## src/rtl/cascade_pkg.sv

```systemverilog
// Shared definitions for the Haar cascade sequencer.
// Holds the default cascade dimensions, the sequencer state encoding and a
// width helper used to derive the stage, node and address widths.
package cascade_pkg;

  localparam int DEF_NUM_STAGES  = 22;
  localparam int DEF_MAX_NODES   = 255;
  localparam int DEF_TOTAL_NODES = 4095;

  typedef enum logic [2:0] {
    ST_IDLE,
    ST_LOAD,
    ST_ISSUE,
    ST_WAIT,
    ST_DONE
  } seq_state_t;

  // $clog2 with a floor of one bit, so a single-stage cascade still gets a
  // legal (1-bit) stage index instead of a zero-width vector.
  function automatic int width_of(input int n);
    return (n <= 2) ? 1 : $clog2(n);
  endfunction

endpackage

```

## src/rtl/cascade_node_counter.sv

```systemverilog
// Node address / in-stage index counters for the cascade sequencer.
// Ports:
//   clk, rst     clock, asynchronous active-high reset
//   start        new window: node_addr and node_idx return to 0
//   next_stage   new stage: node_idx returns to 0, node_addr keeps counting
//   load         latch count_in as the node count of the current stage
//   count_in     node count of the current stage
//   advance      one node accepted: node_addr and node_idx step by one
//   node_addr    global node index (wraps modulo 2^AW)
//   node_idx     node index within the current stage
//   last         node_idx is the final node of the latched count
module cascade_node_counter import cascade_pkg::*; #(
  parameter int NW = 8,
  parameter int AW = 12
) (
  input  logic          clk,
  input  logic          rst,
  input  logic          start,
  input  logic          next_stage,
  input  logic          load,
  input  logic [NW-1:0] count_in,
  input  logic          advance,
  output logic [AW-1:0] node_addr,
  output logic [NW-1:0] node_idx,
  output logic          last
);

  logic [AW-1:0] addr_reg;
  logic [NW-1:0] idx_reg;
  logic [NW-1:0] cnt_reg;

  always_ff @(posedge clk or posedge rst) begin
    if (rst) begin
      addr_reg <= '0;
      idx_reg  <= '0;
      cnt_reg  <= '0;
    end else begin
      if (start) begin
        addr_reg <= '0;
        idx_reg  <= '0;
      end else if (next_stage) begin
        idx_reg  <= '0;
      end else if (advance) begin
        addr_reg <= addr_reg + AW'(1);
        idx_reg  <= idx_reg + NW'(1);
      end
      if (load) begin
        cnt_reg <= count_in;
      end
    end
  end

  // Compare idx+1 against the count one bit wider so a count of zero never
  // aliases to "last" through an underflowing cnt-1.
  assign last      = (({1'b0, idx_reg} + {{NW{1'b0}}, 1'b1}) == {1'b0, cnt_reg});
  assign node_addr = addr_reg;
  assign node_idx  = idx_reg;

endmodule

```

## src/rtl/cascade_sequencer.sv

```systemverilog
// Stage/node sequencer for the Haar cascade classifier.
// Takes one candidate window at a time, walks the stages, issues each node
// of the current stage to the feature/accumulator datapath (stallable), waits
// for the stage verdict and either moves on, rejects early, or declares a face.
// Ports:
//   clk, rst            clock, asynchronous active-high reset
//   abort               synchronous abandon of the current window
//   win_valid/win_ready window handshake (ready only while idle)
//   stage_idx           current stage, addresses the external node-count table
//   stage_nodes         node count of stage_idx (combinational lookup)
//   node_valid/ready    node issue handshake; node_addr = ROM address,
//   node_addr, node_idx node_idx = index within stage
//   acc_clear           one-cycle pulse that clears the stage accumulator
//   stage_result_valid  stage verdict strobe, stage_pass = verdict
//   result_valid/ready  decision handshake; result_face = all stages passed,
//   result_face         result_stage = last stage evaluated
//   result_stage
module cascade_sequencer import cascade_pkg::*; #(
  parameter  int NUM_STAGES  = DEF_NUM_STAGES,
  parameter  int MAX_NODES   = DEF_MAX_NODES,
  parameter  int TOTAL_NODES = DEF_TOTAL_NODES,
  localparam int SW          = width_of(NUM_STAGES),
  localparam int NW          = width_of(MAX_NODES + 1),
  localparam int AW          = width_of(TOTAL_NODES)
) (
  input  logic          clk,
  input  logic          rst,
  input  logic          abort,
  input  logic          win_valid,
  output logic          win_ready,
  output logic [SW-1:0] stage_idx,
  input  logic [NW-1:0] stage_nodes,
  output logic          node_valid,
  input  logic          node_ready,
  output logic [AW-1:0] node_addr,
  output logic [NW-1:0] node_idx,
  output logic          acc_clear,
  input  logic          stage_result_valid,
  input  logic          stage_pass,
  output logic          result_valid,
  input  logic          result_ready,
  output logic          result_face,
  output logic [SW-1:0] result_stage
);

  localparam logic [SW-1:0] LAST_STAGE = SW'(NUM_STAGES - 1);

  seq_state_t state_reg, state_next;

  logic [SW-1:0] stage_idx_reg;
  logic          acc_clear_reg;
  logic          result_valid_reg;
  logic          result_face_reg;
  logic [SW-1:0] result_stage_reg;

  logic accept;
  logic stage_inc;
  logic advance;
  logic finish;
  logic face_next;
  logic load_count;
  logic last_node;

  always_comb begin
    state_next = state_reg;
    accept     = 1'b0;
    stage_inc  = 1'b0;
    advance    = 1'b0;
    finish     = 1'b0;
    face_next  = 1'b0;
    load_count = 1'b0;
    case (state_reg)
      ST_IDLE: begin
        if (win_valid) begin
          accept     = 1'b1;
          state_next = ST_LOAD;
        end
      end
      ST_LOAD: begin
        load_count = 1'b1;
        // An empty stage still produces a verdict, so go straight to WAIT.
        state_next = (stage_nodes == '0) ? ST_WAIT : ST_ISSUE;
      end
      ST_ISSUE: begin
        if (node_ready) begin
          advance = 1'b1;
          if (last_node) begin
            state_next = ST_WAIT;
          end
        end
      end
      ST_WAIT: begin
        if (stage_result_valid) begin
          if (!stage_pass) begin
            finish     = 1'b1;
            state_next = ST_DONE;
          end else if (stage_idx_reg == LAST_STAGE) begin
            finish     = 1'b1;
            face_next  = 1'b1;
            state_next = ST_DONE;
          end else begin
            stage_inc  = 1'b1;
            state_next = ST_LOAD;
          end
        end
      end
      ST_DONE: begin
        if (result_ready) begin
          state_next = ST_IDLE;
        end
      end
      default: state_next = ST_IDLE;
    endcase
    // Abort overrides everything outside IDLE and suppresses every side
    // effect of the cycle, including the accumulator clear.
    if (abort && (state_reg != ST_IDLE)) begin
      state_next = ST_IDLE;
      accept     = 1'b0;
      stage_inc  = 1'b0;
      advance    = 1'b0;
      finish     = 1'b0;
      face_next  = 1'b0;
      load_count = 1'b0;
    end
  end

  always_ff @(posedge clk or posedge rst) begin
    if (rst) begin
      state_reg        <= ST_IDLE;
      stage_idx_reg    <= '0;
      acc_clear_reg    <= 1'b0;
      result_valid_reg <= 1'b0;
      result_face_reg  <= 1'b0;
      result_stage_reg <= '0;
    end else begin
      state_reg <= state_next;
      if (accept) begin
        stage_idx_reg <= '0;
      end else if (stage_inc) begin
        stage_idx_reg <= stage_idx_reg + SW'(1);
      end
      // Registered decodes of the next state keep these outputs glitch-free.
      acc_clear_reg    <= (state_next == ST_LOAD);
      result_valid_reg <= (state_next == ST_DONE);
      if (finish) begin
        result_face_reg  <= face_next;
        result_stage_reg <= stage_idx_reg;
      end
    end
  end

  cascade_node_counter #(
    .NW(NW),
    .AW(AW)
  ) u_node_counter (
    .clk       (clk),
    .rst       (rst),
    .start     (accept),
    .next_stage(stage_inc),
    .load      (load_count),
    .count_in  (stage_nodes),
    .advance   (advance),
    .node_addr (node_addr),
    .node_idx  (node_idx),
    .last      (last_node)
  );

  assign win_ready    = (state_reg == ST_IDLE);
  assign node_valid   = (state_reg == ST_ISSUE);
  assign stage_idx    = stage_idx_reg;
  assign acc_clear    = acc_clear_reg;
  assign result_valid = result_valid_reg;
  assign result_face  = result_face_reg;
  assign result_stage = result_stage_reg;

endmodule

```

## config.mk

```make
export PLATFORM = sky130hd
export DESIGN_NAME = cascade_sequencer
export DESIGN_NICKNAME = d
export VERILOG_FILES = /design/src/rtl/cascade_pkg.sv /design/src/rtl/cascade_node_counter.sv /design/src/rtl/cascade_sequencer.sv
export SDC_FILE = /design/constraint.sdc
export NUM_CORES = 1
export LEC_CHECK = 0
export BUFFER_PORTS_ARGS = -buffer_cell sky130_fd_sc_hd__clkbuf_2
export CORE_MARGIN = 2
export CORE_UTILIZATION = 51
export CTS_BUF_LIST = sky130_fd_sc_hd__clkbuf_2 sky130_fd_sc_hd__clkbuf_4 sky130_fd_sc_hd__clkbuf_8
export DETAILED_ROUTE_END_ITERATION = 12
export PLACE_DENSITY = 0.76
export SETUP_SLACK_MARGIN = 0.05
export SLEW_MARGIN = 5
export SYNTH_ARGS = -nofsm -noshare
export SYNTH_HDL_FRONTEND = slang
export SYNTH_HIERARCHICAL = 1
export SYNTH_SLANG_ARGS = --single-unit
```

## constraint.sdc

```tcl
create_clock -name clk -period 2.7 [get_ports clk]
set_input_delay 0.135 -clock clk [delete_from_list [all_inputs] [get_ports clk]]
set_output_delay 0.135 -clock clk [all_outputs]
set_load 0.005 [all_outputs]
```

==> metrics.md <==
| Metric | Value |
|---|---|
| Maximum number of pins on one net before global-route repair | 29 |
| TritonCTS clock tree | yes |
| CP bufs+invs | 0 |
| HPWL Detailed | 3576 um |
| Final non-filler cell area | 2768 sq um |
| Number of CTS-inserted buffers | 5 |
| Critical-path cell list | ha_1 > nand3_1 > or3_1 > a2111oi_2 > and4b_1 > nand4b_1 > a211o_1 > o31ai_1 |
| Share of Yosys cell area claimed by the top area cell type | 0.4666 |
| Initial core utilization | 0.5346 |
| Distinct cells, synth | 48 |
| Global routing met2 resource utilization | 0.3272 |
| Area leader, netlist | sky130_fd_sc_hd__dfrtp_1 |
| Post-Synthesis Mean Instance Area | roughly 10 sq um |
| Number of cells produced by synthesis | approximately 230 |
| Area added between synthesis and finish | 17.29% |
| Largest family of logic cells by synthesized area | simple AND/OR/NAND/NOR gates |
| Synth warn | 6 |
| Nets@finish | about 300 |
| Number of violations reported at the end of detailed-routing iteration 0 | 95 |
| Global Route Usage Sum | 0.2045 |
| Layer with the highest usage | met2 |
| Clk_lat worst skew | roughly 290 ps |
| Area fraction in and, or, nand and nor cells after synthesis | 0.2041 |
| Flip-flop cell with the highest count after synthesis | sky130_fd_sc_hd__dfrtp_1 |
| Router iterations before antenna repair | 4 |
| Max Clock Freq | roughly 400 MHz |
| Final period utilization | 0.9139 |
| Largest fanout on the critical path | 7 |
| Pin slew with the least headroom to its limit | 1040 ps |
| Count of flip-flops with a built-in enable after synthesis | 0 |
| Worst endpoint required time | approximately 2900 ps |
| Cell Area, Placed | between 2000 and 3000 sq um |
| Met1 Track Usage GR | 0.2853 |
| Synth Area in Adders | 0.02121 |
| Initial antenna violation count | 0 |
| Standard cell core area | roughly 4400 sq um |
| Sum of overflow across all layers after global routing | 0 |
| Power Density | 580.1 nW/um^2 |
| Vias in the first global route | approximately 1700 |
| Most used standard cells in the synthesized netlist | 44 x sky130_fd_sc_hd__dfrtp_1, 23 x sky130_fd_sc_hd__nor2_1, 16 x sky130_fd_sc_hd__nand2_1 |
| Data arrival time of the worst path | ~2700 ps |
| Hold Crit Class | in2reg |
| Dominant delay contributor by cell family on the critical path | simple AND/OR/NAND/NOR gates |
| Met3 GRT Util | 0.04583 |
| Status | complete, no violations |
| Number of routed nets with antenna violations | 0 |
| Root Buffer | sky130_fd_sc_hd__clkbuf_8 |
| Net count after synthesis | between 200 and 250 |
| Worst supply voltage drop on vdd | around 0.34 mV |
| Number of hold violations in the final report | 0 |
| Worst setup path class | reg2reg |
| Number of DRC violations after detailed routing | 0 |
| Crit path launch type | flip-flop |
| Clock slew seen by the registers of the worst setup and hold paths | around 80 ps |
| Library cell contributing the largest single delay on the critical path | sky130_fd_sc_hd__dfrtp_1 |
| Setup repair after global routing missed its margin | false |
| Final Routed Wirelength | just under 5000 um |
| Most used standard cell by instance count after synthesis | sky130_fd_sc_hd__dfrtp_1 |
| Post-DR wirelength/cell | 14.58 um |
| Placement Rows | 24 |
| Critical path's largest stage delay | ~500 ps |
| Register bit count reported by yosys | between 40 and 50 |
| Chip width | between 70 and 80 um |
| Most area-consuming cells after synthesis | sky130_fd_sc_hd__dfrtp_1 47%, sky130_fd_sc_hd__mux2_2 6.7%, sky130_fd_sc_hd__xor2_1 4.5% |
| Proportion of synthesized chip area in sequential cells | 0.4666 |
| Summed negative setup slack over all endpoints | 0 ps |
| Lkg Pwr | 1.294 nW |
| Sinks on Clock Net | 44 |
| Wire length of the first global-routing pass | 8273 um |
| Post-Synth XOR/XNOR Area | 0.08537 |
| Multiplexer area fraction after synthesis | 0.07529 |
| DIE AREA | 5187 sq um |
| Compound-cell area share of the yosys netlist | 0.1039 |
| Final estimated routing congestion in global placement | 0.8007 |
| Setup violations, final | 0 |
| CTS H-tree lvls | 2 |
| Via Count | 1894 |
| Die boundary height | around 72 um |
| Netlist area before placement | approximately 2400 sq um |
| Max Clock Skew | approximately 6.0 ps |
| Buffer depth of the longest clock path | 2 |
| Count of input and output buffers | 50 |
| Category of the worst setup path capture point | flip-flop |
| Post-route minimum period | around 2500 ps |
| Flip-flop count of the largest register, all copies and words added | 12 |
| Ratio of cells with drive above 1 in the final layout | 0.3121 |
| Count of inserted antenna diode cells | 0 |
| Worst rel slew slack | 0.3057 |
| Async set-or-reset flop fraction in the synthesized netlist | 1.000 |
| Max Transition Viols Final | 0 |
| Max-cap viol count | 0 |
| # Post-CTS Setup Buffers | 0 |
| Number of I/O pins | a little over 50 |
| Drt via density | ~5.7 |
| Final-layout worst hold slack | slightly below 80 ps |
==> path summary, 6_finish.rpt <==
| check | startpoint | to | slack [ps] | depth (start not counted) |
|---|---|---|---|---|
| min | stage_result_valid | state_reg[1]$_DFF_PP0_ | 80 | 2 |
| max | u_node_counter/node_idx[0]$_DFFE_PP0P_ | state_reg[0]$_DFF_PP0_ | 230 | 8 |
| max reg2reg | u_node_counter/node_idx[0]$_DFFE_PP0P_ | state_reg[0]$_DFF_PP0_ | 230 | 8 |
| max in group asynchronous | rst | u_node_counter/node_idx[3]$_DFFE_PP0P_ | 1440 | 3 |
| min in group asynchronous | rst | stage_idx[1]$_DFFE_PP0P_ | 460 | 3 |
| min reg2reg | result_stage[4]$_DFFE_PP0P_ | result_stage[4]$_DFFE_PP0P_ | 510 | 1 |
==> routing by layer <==
layer  share of wire  vias to the layer above
met5               0                        -
met3           0.048                        7
met2            0.48                       49
met1            0.46                      919
li1                -                      919
met4           0.012                        0
==> cell families (layout without fill, tap and decap cells) <==
family / after synthesis / after routing
buffers and inverters: 20 / 73
AO/OA/AOI/OAI: 34 / 34
adder cells (fa/ha/maj): 4 / 4
flip-flops: 44 / 44
XOR/XNOR: 23 / 23
AND/OR/NAND/NOR: 88 / 88
multiplexers: 16 / 16
==> metrics by stage <==
stage          setup WS [ps]    util  power [mW]  instances
3_3_place_gp           365.5  0.6026       1.161        325
2_1_floorplan          440.1       -       1.067        229
3_5_place_dp           280.3  0.6026       1.175        325
5_1_grt                95.70  0.6270       1.694        334
4_1_cts                243.6  0.6270       1.618        334
6_report               232.4  0.6270       1.606        334
==> cell usage in the layout (no fill, tap or decap), types with 3 or more instances in the layout <==
cell type / n
sky130_fd_sc_hd__inv_1: 7
sky130_fd_sc_hd__nand2_1: 16
sky130_fd_sc_hd__nand3_1: 7
sky130_fd_sc_hd__nand4_1: 4
sky130_fd_sc_hd__o31ai_1: 3
sky130_fd_sc_hd__nor4_1: 5
sky130_fd_sc_hd__nor3_1: 6
sky130_fd_sc_hd__clkbuf_2: 50
sky130_fd_sc_hd__or4_1: 3
sky130_fd_sc_hd__mux2_2: 14
sky130_fd_sc_hd__xnor2_1: 11
sky130_fd_sc_hd__ha_1: 4
sky130_fd_sc_hd__dfrtp_1: 44
sky130_fd_sc_hd__o21ai_0: 6
sky130_fd_sc_hd__or3_1: 4
sky130_fd_sc_hd__buf_4: 7
sky130_fd_sc_hd__xor2_1: 12
sky130_fd_sc_hd__o2111ai_1: 3
sky130_fd_sc_hd__clkbuf_8: 6
sky130_fd_sc_hd__a21oi_1: 10
sky130_fd_sc_hd__nor2_1: 23
==> cell type report <==
class	instances	area (sq um)
inverters	7	26.28
repair buffers	58	312.8
clock buffers	8	97.59
flip-flops and latches	44	1101
multi-input cells	165	1165
fillers	367	1647
well taps	52	65.06
==> where the power goes <==
part	internal (mW)	switching, mW	leakage, nW
logic	0.175	0.171	0.653
registers	0.740	0.0764	0.589
clock network	0.229	0.214	0.0523
==> timing repair <==
item | in CTS | in global routing
hold buffers | 1 | 0
resized for setup | 0 | 0
endpoints found under the hold margin | 16 | 0
==> worst reg2reg max path: stages (launching register included) <==
cell and delay, ps:
sky130_fd_sc_hd__dfrtp_1 500, sky130_fd_sc_hd__ha_1 320, sky130_fd_sc_hd__nand3_1 140, sky130_fd_sc_hd__or3_1 380
sky130_fd_sc_hd__a2111oi_2 340, sky130_fd_sc_hd__and4b_1 240, sky130_fd_sc_hd__nand4b_1 90, sky130_fd_sc_hd__a211o_1 290
sky130_fd_sc_hd__o31ai_1 80
Note: power is estimated with default switching activity, not from simulation.
